File: config.mk
export PLATFORM = sky130hd
export DESIGN_NAME = dice_roller
export DESIGN_NICKNAME = d
export VERILOG_FILES = /design/src/rtl/dice_roller.sv
export SDC_FILE = /design/constraint.sdc
export NUM_CORES = 1
export LEC_CHECK = 0
export CAP_MARGIN = 25
export CORE_MARGIN = 8
export CORE_UTILIZATION = 30
export CTS_CLUSTER_DIAMETER = 30
export DETAILED_ROUTE_END_ITERATION = 8
export DONT_BUFFER_PORTS = 1
export PLACE_DENSITY = 0.44
export SYNTH_ARGS = -nofsm -noshare
export SYNTH_HDL_FRONTEND = slang
export SYNTH_SLANG_ARGS = --single-unit
export TNS_END_PERCENT = 1
File: constraint.sdc
create_clock -name clk -period 22.4 [get_ports clk]
set_input_delay 4.48 -clock clk [delete_from_list [all_inputs] [get_ports clk]]
set_output_delay 4.48 -clock clk [all_outputs]
set_load 0.02 [all_outputs]
File: src/rtl/dice_roller.sv
// dice_roller: pseudo-random dice roller for the game-logic datapath.
//   A free-running 16-bit Fibonacci LFSR supplies entropy. A qualified roll
//   request latches a face value in 1..N (N = 4/6/8/20 from die_select)
//   onto rolled_number, where it holds until the next roll or reset.
//
// Ports:
//   clk            in   1  system clock, rising edge
//   reset          in   1  asynchronous active-low reset
//   die_select     in   2  00=d4, 01=d6, 10=d8, 11=d20
//   roll           in   1  roll request, sampled on rising clk
//   rolled_number  out  8  latched face value (0 only before the first roll)
//
// Build option:
//   DICE_ROLL_EDGE_EN  defined   -> one roll per rising edge of roll
//                      undefined -> re-roll every clock while roll is high
module dice_roller #(
  parameter int unsigned        LFSR_W = 16,
  parameter logic [LFSR_W-1:0]  SEED   = 16'hACE1
) (
  input  logic       clk,
  input  logic       reset,
  input  logic [1:0] die_select,
  input  logic       roll,
  output logic [7:0] rolled_number
);

  localparam int unsigned OUT_W = 8;

  logic [LFSR_W-1:0] lfsr;
  logic [LFSR_W-1:0] lfsr_nxt_c;
  logic              fb_c;
  logic [OUT_W-1:0]  face_c;
  logic              fire_c;
  // Set once roll has been sampled low after reset; a roll held high
  // through reset release must not fire.
  logic              armed;

  // Next LFSR state: x^16+x^14+x^13+x^11+1, reload SEED if ever all-zero.
  always_comb begin
    fb_c       = lfsr[15] ^ lfsr[13] ^ lfsr[12] ^ lfsr[10];
    lfsr_nxt_c = {lfsr[LFSR_W-2:0], fb_c};
    if (lfsr == '0) begin
      lfsr_nxt_c = SEED;
    end
  end

  // Face value from the pre-advance LFSR state; modulo bias is accepted.
  always_comb begin
    face_c = '0;
    case (die_select)
      2'b00:   face_c = OUT_W'(lfsr[1:0]) + OUT_W'(1);
      2'b01:   face_c = OUT_W'(lfsr % LFSR_W'(6)) + OUT_W'(1);
      2'b10:   face_c = OUT_W'(lfsr[2:0]) + OUT_W'(1);
      default: face_c = OUT_W'(lfsr % LFSR_W'(20)) + OUT_W'(1);
    endcase
  end

`ifdef DICE_ROLL_EDGE_EN
  logic roll_q;

  // Previous roll sample for rising-edge detection.
  always_ff @(posedge clk or negedge reset) begin
    if (!reset) begin
      roll_q <= 1'b0;
    end else begin
      roll_q <= roll;
    end
  end

  // One roll per rising edge of roll.
  always_comb begin
    fire_c = roll & ~roll_q & armed;
  end
`else
  // Re-roll every clock while roll is high.
  always_comb begin
    fire_c = roll & armed;
  end
`endif

  // LFSR, arm flag and latched output.
  always_ff @(posedge clk or negedge reset) begin
    if (!reset) begin
      lfsr          <= SEED;
      armed         <= 1'b0;
      rolled_number <= '0;
    end else begin
      lfsr  <= lfsr_nxt_c;
      armed <= armed | ~roll;
      if (fire_c) begin
        rolled_number <= face_c;
      end
    end
  end

endmodule

==> results.md <==
* Status: finished, final reports clean
* Largest stage delay on the critical path at 740 ps
* Worst EP arrival at 21590 ps
* # setup viols final at 0
* Largest net degree at the start of global routing at 26
* Minimum clock period after layout at 21400 ps
* H-Tree Depth at 1
* Fmax at 0.0467 GHz
* Initial Util at 30.4%
* Hold slack at 430 ps
* Placer Congestion at 0.811
* Hold crit path type: reg -> reg
* Via count of the first global-routing pass at 5866
* Placed Cells at 1071
* Gr usage total at 14.1%
* Most frequent CP cell: ha_1
* CTS tree: built
* Worst slew pin tran at 876 ps
* Max-slew violations at 0
* Post-synthesis xor/xnor area fraction at 5.42%
* Synth-to-layout area growth at 8.52%
* Avg WL per Cell at 17.3 microns
* Most common cell after layout, fill and taps aside: nor2_1
* Detailed-route wire length at 18800 microns
* Setup Crit Path Kind: in -> reg
* Root Driver: clkbuf_16
* Antenna violations before repair at 0
* Worst-Skew Late Latency at 250 ps
* GRT Residual Overflow at 0
* Simple-Gate Fraction of Synth Area at 31.0%
* Vias at 6369
* Die Wd at 159 microns
* Top Ports at 13
* Cts bufs inserted at 3
* Multiplexer share of the synthesized area at 5.09%
* Buffers on Ports at 0
* Placed Area at 6370 sq um
* Synthesized instance count at 834
* Detail Route Antenna Nets at 0
* Hold Violations, Final at 0
* Avg Vias per Cell at 5.85
* Fin cells at 1088
* Worst EP required at 22590 ps
* Sinks on the clock net at 25
* Largest family of logic cells by synthesized area: compound AO/OA/AOI/OAI gates
* Period Utilization, post-route at 95.5%
* Most frequent cells in the layout: nor2_1, nand2_1, o21ai_0
* Crit-path slowest cell: or4_1
* Synth Flop Type: dfrtp_1
* Placeable Area at 20200 sq um
* # rows at 52
* Clock skew at 3.15 ps
* Critical Path Source Type: input port
* DPL Wire Length at 14800 microns
* Seq/Total Area, Yosys at 10.4%
* Reg clk slew, reported paths at 60 ps
* Max-Cap Viols at 0
* Post-CTS Hold Fix Bufs at 0
* Cell variety after synth at 116
* Worst-path maximum fanout at 16
* Synthesized Nets at 869
* Syn avg cell area at 7.36 sq um
* Initial DRC count at 370
* Crit path capture type: register
* N_diodes at 0
* Share of cells above drive strength 1 at 16.1%
* DIE AREA at 25300 sq um
* Worst rel slew slack at 41.1%
* Post-layout util at 33.0%
* Die Ht at 159 microns
* Design Area, Final at 6660 sq um
* Yosys warnings at 0
* First-pass GRT wire length at 31100 microns
* Mapped Area at 6140 sq um
* Post-synth ARST share at 100%
* Nets@finish at 854
* CTS max path bufs at 2
* DRC at 0
* Synth Area in Adders at 6.28%
* Synth Area in Compound Gates at 36.2%
* Number of flops mapped to enable cells by yosys at 0
* 1st-pass router iterations at 4
* Register bit total from synthesis at 25
==> layout make-up <==
type / instances / area (sq um)
clock buffer: 3 / 75.1
clock inverter: 1 / 7.51
fill: 2192 / 13500
inverter: 43 / 161
multi-input combinational: 723 / 5270
sequential: 25 / 636
tap: 270 / 338
timing repair buffer: 23 / 173
==> through the flow <==
stage                     setup TNS, ps  setup slack [ps]
after floorplan                       0              1120
after global placement            -4840             -1060
after detailed placement          -2820              -772
after CTS                             0              25.5
after global routing              -29.0             -29.0
final                                 0              1000
==> critical path, delay by kind of cell <==
kind	cells	cell delay, ps
buf+inv	9	1230
xor+xnor	5	760
fa+ha+maj	11	3560
compound gates	29	6590
simple gates	23	4700
mux	1	220
==> layer usage <==
layer / vias to the layer above / track usage, % / part of all wire (%)
li1: 3172 / - / -
met4: 0 / 0.815 / 0.29
met1: 3059 / 20.9 / 51
met3: 8 / 1.11 / 3.0
met2: 130 / 22.6 / 46
met5: - / 0 / 0
==> final timing paths <==
check	from	to	slack, ps	depth (start not counted)
worst min register to register	lfsr[11]	lfsr[12]	430	0
worst max register to register	lfsr[13]	rolled_number[2]	4990	76
min in group asynchronous	reset	lfsr[12]	3920	0
worst max-delay path	die_select[1]	rolled_number[2]	1000	78
worst min-delay path	lfsr[11]	lfsr[12]	430	0
max in group asynchronous	reset	lfsr[13]	18310	0
==> cell families (layout without fill, tap and decap cells) <==
logic type / count (synthesis) / count (layout)
XOR/XNOR: 38 / 38
adder cells (fa/ha/maj): 31 / 31
flip-flops: 25 / 25
multiplexers: 27 / 27
AND/OR/NAND/NOR: 349 / 349
AO/OA/AOI/OAI: 278 / 278
buffers and inverters: 86 / 70
==> cells in the mapped netlist (6+ instances only) <==
cell type  number  area (sq um)
nand2_1        73           274
dfstp_2         8           210
buf_2           6          30.0
o21ai_0        45           225
o31ai_1        15           113
o2111ai_1       8          70.1
inv_1          41           154
a21o_1         13          97.6
mux2i_1        20           200
or3_1          18           113
or4_1           6          45.0
o211ai_1       13          97.6
clkbuf_1       31           116
xor2_1         11          96.3
nand3_1        23           115
o21ai_1         8          40.0
a21oi_1        33           165
ha_1           30           375
and3_1         11          68.8
a31oi_1         8          50.1
o21a_1          9          67.6
a211o_1         6          52.6
nand4_1         6          37.5
and2_1         16           100
xnor2_1        27           236
a211oi_1       12          90.1
nor3_1         29           145
or2_2          12          75.1
nor4_1         17           106
dfrtp_1        17           425
nor2_1         79           297
nand2b_1       12          75.1
==> repair_timing <==
action / 4_1_cts / 5_1_grt
hold endpoints to repair: 0 / 0
setup endpoints to repair: 6 / 7
resized for setup: 7 / 23
setup buffers: 5 / 8
pin swaps: 3 / 5
==> sequential cells by signal, summed over array words and instances, names as in the netlist <==
signal and count:
armed 1, lfsr 16, rolled_number 8
Power is not shown: default switching activity piles up to over one toggle a cycle in this logic, so the estimate is an artifact.
